[src/rtl/dp_execute_stage.sv]
// dp_execute_stage: ARM data-processing ALU stage with flag register and valid/ready output register.
// Optional one-entry output skid buffer enabled by defining DP_EXECUTE_SKID_EN.
module dp_execute_stage (
  input  logic        clk,
  input  logic        reset,
  input  logic        in_valid,
  output logic        in_ready,
  input  logic [3:0]  alu_op,
  input  logic [31:0] rn,
  input  logic [31:0] op2,
  input  logic        shifter_c,
  input  logic        s_bit,
  input  logic        cond_pass,
  output logic        carry_flag,
  output logic        out_valid,
  input  logic        out_ready,
  output logic [31:0] result,
  output logic        write_en,
  output logic [3:0]  nzcv
);
  logic        arith, test, rev, inv, c_in, v, we, upd, accept;
  logic [31:0] a, b, lres, res;
  logic [32:0] sum;
  logic [3:0]  flags;
  // Reverse ops swap operands; subtracts feed the inverted addend into one adder.
  always_comb begin
    arith = alu_op inside {4'h2, 4'h3, 4'h4, 4'h5, 4'h6, 4'h7, 4'hA, 4'hB};
    test  = alu_op[3:2] == 2'b10;
    rev   = alu_op == 4'h3 || alu_op == 4'h7;
    inv   = alu_op inside {4'h2, 4'h6, 4'hA};
    a     = rev ? op2 : rn;
    b     = rev ? ~rn : inv ? ~op2 : op2;
    c_in  = alu_op inside {4'h4, 4'hB} ? 1'b0 : alu_op inside {4'h2, 4'h3, 4'hA} ? 1'b1 : nzcv[1];
    sum   = {1'b0, a} + {1'b0, b} + {32'd0, c_in};
    v     = (a[31] == b[31]) && (sum[31] != a[31]);
    lres  = (alu_op == 4'h0 || alu_op == 4'h8) ? rn & op2 :
            (alu_op == 4'h1 || alu_op == 4'h9) ? rn ^ op2 :
            alu_op == 4'hC ? rn | op2 :
            alu_op == 4'hD ? op2 :
            alu_op == 4'hE ? rn & ~op2 : ~op2;
    res   = arith ? sum[31:0] : lres;
    we    = !test && cond_pass;
    upd   = cond_pass && (test || s_bit);
    flags = {res[31], res == 32'd0, arith ? sum[32] : shifter_c, arith ? v : nzcv[0]};
  end
  assign carry_flag = nzcv[1];
  assign accept     = in_valid && in_ready;
`ifdef DP_EXECUTE_SKID_EN
  logic        skid_full, skid_we;
  logic [31:0] skid_res;
  assign in_ready = !skid_full;
  always_ff @(posedge clk) begin
    if (reset) begin
      out_valid <= 1'b0;
      result    <= 32'd0;
      write_en  <= 1'b0;
      nzcv      <= 4'b0000;
      skid_full <= 1'b0;
      skid_res  <= 32'd0;
      skid_we   <= 1'b0;
    end else begin
      if (skid_full) begin
        if (out_ready) begin
          result    <= skid_res;
          write_en  <= skid_we;
          skid_full <= 1'b0;
        end
      end else if (accept && out_valid && !out_ready) begin
        skid_full <= 1'b1;
        skid_res  <= res;
        skid_we   <= we;
      end else if (accept) begin
        out_valid <= 1'b1;
        result    <= res;
        write_en  <= we;
      end else if (out_ready) begin
        out_valid <= 1'b0;
      end
      if (accept && upd) nzcv <= flags;
    end
  end
`else
  assign in_ready = !out_valid || out_ready;
  always_ff @(posedge clk) begin
    if (reset) begin
      out_valid <= 1'b0;
      result    <= 32'd0;
      write_en  <= 1'b0;
      nzcv      <= 4'b0000;
    end else begin
      if (accept) begin
        out_valid <= 1'b1;
        result    <= res;
        write_en  <= we;
      end else if (out_ready) begin
        out_valid <= 1'b0;
      end
      if (accept && upd) nzcv <= flags;
    end
  end
`endif
endmodule

[config.mk]
export PLATFORM = sky130hd
export DESIGN_NAME = dp_execute_stage
export DESIGN_NICKNAME = d
export VERILOG_FILES = /design/src/rtl/dp_execute_stage.sv
export SDC_FILE = /design/constraint.sdc
export NUM_CORES = 1
export LEC_CHECK = 0
export BUFFER_PORTS_ARGS = -buffer_cell sky130_fd_sc_hd__buf_2
export CAP_MARGIN = 20
export CORE_MARGIN = 2
export CORE_UTILIZATION = 47
export CTS_CLUSTER_SIZE = 28
export DETAILED_ROUTE_END_ITERATION = 6
export PLACE_DENSITY = 0.68
export SYNTH_ARGS = -nofsm -noshare
export SYNTH_HDL_FRONTEND = slang
export SYNTH_SLANG_ARGS = --single-unit
[constraint.sdc]
create_clock -name clk -period 5.9 [get_ports clk]
set_input_delay 0.295 -clock clk [delete_from_list [all_inputs] [get_ports clk]]
set_output_delay 0.295 -clock clk [all_outputs]
set_load 0.05 [all_outputs]
==> flow_metrics.py <==
metrics = {
    "run_status": {
        "outcome": "complete, no violations",
    },
    "critical_path": {
        "path_max_fanout": 21,
        "cp-end-kind": "flip-flop",
        "crit_arrival_ns": 4.80,
        "slowest_delay_ns": 0.51,
        "worst_ep_required_time_ns": 6.12,
        "worstSetupPathType": "input pin to flip-flop",
        "path_cells": "buf_2 -> nand2b_1 -> nor2_4 -> buf_4 -> xnor2_1 -> a21oi_1 -> fa_1 -> a211oi_2 -> o21ai_0 -> a22oi_2 -> a21oi_2 -> a221oi_2 -> mux2i_1 -> nor3_1 -> and2_1 -> and4b_1 -> nand4b_1 -> nand2_1",
        "crit_family": "compound AO/OA/AOI/OAI gates",
        "cp-start-kind": "input pin",
        "path_buf_inv": 2,
        "crit_slowest_cell": "a211oi_2",
    },
    "clocking": {
        "clkTransAtPathRegs_ns": 0.05,
        "numClockSinks": 38,
        "cts_resized": 0,
        "cts.path.max_buffers": 2,
        "htreeDepth": 2,
        "cts_tree": "yes",
        "clock_tree.root_cell": "clkbuf_16",
        "hold_buffers": 0,
        "numCtsBuffers": 5,
        "clock_latency_ns": 0.28,
        "post_cts_buffers": 0,
    },
    "global_route": {
        "antenna_found_initial": 0,
        "grt_overflow": 0,
        "track_usage_pct": 28.9,
        "grt_pass1_wl_um": 41300,
        "grt_max_degree": 70,
        "grt_pass1_vias": 7519,
    },
    "pwr": {
        "power.internal_mw": 0.845,
        "p_switching_mw": 0.793,
        "clkPwrFrac_pct": 17.8,
        "power_frac_seq_pct": 18.1,
        "cellPowerDensity_nw_per_um2": 190,
        "leakage_nw": 4.06,
        "peakVddDrop_mv": 0.211,
        "swShare_pct": 48.4,
        "total_power_mw": 1.64,
        "p_comb_share_pct": 64.1,
    },
    "min_path": {
        "hp-class": "input pin to flip-flop",
    },
    "die": {
        "ioPinCount": 115,
        "die_area_um2": 17900,
        "rows": 47,
        "coreArea_um2": 16500,
        "die_y_um": 134,
        "initial_core_util_pct": 47.8,
        "dieWidth_um": 134,
    },
    "synth": {
        "yosysTopAreaCellShare_pct": 20.1,
        "synth_fa_ha_area_share_pct": 20.6,
        "synth_compound_area_share_pct": 31.4,
        "synth-simple-area-share_pct": 20.2,
        "synth_nets": 1360,
        "syn_avg_cell_area_um2": 6.83,
        "synth.area.mux_share_pct": 2.95,
        "synth_top_cells_by_count": "nor2_1, ha_1, a21oi_1",
        "yosysMostFrequentCell": "nor2_1",
        "synth_edf_count": 0,
        "ys_dominant_reg_cell": "dfxtp_1",
        "ys_types": 80,
        "synthCells": 1156,
        "synth-seq-cells": 38,
        "synthXorXnorAreaFrac_pct": 6.42,
        "syn_area_um2": 7900,
        "synth_largest_area_cell": "ha_1",
        "yosysWarnings": 0,
        "async_reset_ff_share_pct": 0,
        "synth_top_family_by_area": "compound AO/OA/AOI/OAI gates",
        "seq_area_frac_synth_pct": 9.63,
        "synthTopCellsByArea": "ha_1, dfxtp_1, a21oi_1, nor2_1, o21ai_0",
    },
    "place": {
        "port_buffers": 114,
        "place_ws_ns": 1.11,
        "dpl_cell_area_um2": 8450,
        "finalWeightedCongestion": 0.942,
        "dpl.hpwl_um": 20300,
    },
    "drt": {
        "first_iter_violations": 956,
        "dr.pass1.iters": 5,
        "avgRoutedWirePerCell_um": 18.5,
        "vias_per_cell": 5.99,
        "drc_errors": 0,
        "ant_nets": 0,
        "drt-total-wl_um": 26400,
        "via_count": 8536,
    },
    "finish": {
        "antenna_cells": 0,
        "fin_area_um2": 8620,
        "multi_input_area_um2": 6460,
        "final_util_pct": 52.1,
        "area_growth_syn_to_layout_pct": 9.13,
        "drive_gt1_share_pct": 13.1,
        "register_area_um2": 761,
        "nets": 1409,
        "num-fill-cells": 1661,
    },
    "timing": {
        "setup-tns-final_ns": 0,
        "rsz0062_at_grt": "no",
        "post-route-period-util_pct": 77.5,
        "min_period_ns": 4.57,
        "relSlewSlack_pct": 35.3,
        "worstMarginPinSlew_ns": 0.971,
        "fin_skew_ns": 0.00477,
        "fmax_mhz": 219,
        "drv_slew": 0,
        "hold_viol": 0,
        "fin_ws_ns": 1.33,
        "setup-violations-final": 0,
    },
    "job": {
        "cap_violations": 0,
    },
}
-- worst reg2reg max path, delay by kind of cell, from the launching register on --
| family | cells | cell delay (ns) |
|---|---|---|
| and+or+nand+nor | 5 | 0.98 |
| adders and majority gates | 1 | 0.44 |
| muxes | 1 | 0.13 |
| DFF | 1 | 0.48 |
| AOI/OAI and AO/OA | 7 | 1.79 |
-- layout by cell type, fill, tap and decap left out, types with 21 or more instances in the layout --
| master | synthesis | routed |
|---|---|---|
| a211oi_1 | 31 | 31 |
| mux2i_1 | 21 | 21 |
| nor3_1 | 22 | 22 |
| a21oi_1 | 123 | 123 |
| inv_1 | 78 | 78 |
| xnor2_1 | 47 | 47 |
| nor2_1 | 139 | 136 |
| ha_1 | 127 | 127 |
| o21ai_0 | 99 | 99 |
| nand2_1 | 118 | 117 |
| dfxtp_1 | 38 | 38 |
| buf_2 | 28 | 114 |
-- final cells by class --
type,instances,share of cell area (%)
sequential,38,8.83
clock inverter,1,0.348
timing repair buffer,125,7.58
inverter,80,3.48
clock buffer,7,1.54
multi-input combinational,955,75.0
tap,220,3.19
-- cell families (layout without fill, tap and decap cells) --
group           Yosys count  in the layout
compound gates          388            388
mux                      23             23
simple gates            358            358
fa+ha+maj               129            129
xor+xnor                 57             57
buf+inv                 163            213
flops                    38             38
-- sequential cells by signal (all words and copies together) (netlist names) --
name and flops:
nzcv 4, out_valid 1, result 32, write_en 1
-- power groups by stage --
stage	sequential, mW	combinational (mW)	clock [mW]
after floorplan	0.393	0.667	0
after global placement	0.301	1.02	0
after detailed placement	0.302	1.02	0
after CTS	0.297	1.03	0.298
after global routing	0.299	1.14	0.309
final	0.296	1.05	0.292
-- final timing paths --
path | startpoint | endpoint | slack [ns] | depth (start not counted)
worst max register to register | nzcv[1] | nzcv[2] | 2.02 | 14
worst max-delay path | alu_op[1] | nzcv[2] | 1.33 | 18
worst min-delay path | in_valid | out_valid | 0.27 | 3
worst min register to register | write_en | write_en | 0.45 | 2
-- layer usage --
metal	global-route usage (%)	wire, um	vias to the layer above
met5	0	0	-
met4	6.38	370	0
met3	5.59	2870	36
met2	42.4	10700	431
met1	43.3	12400	3863
li1	-	-	4206
-- per-stage QoR --
stage	hold slack [ns]	cells
after floorplan	0.424	1156
after global placement	0.439	1418
after detailed placement	0.444	1418
after CTS	0.266	1426
after global routing	0.284	1426
final	0.269	1426
No activity file was read; power rests on OpenSTA's default activity.
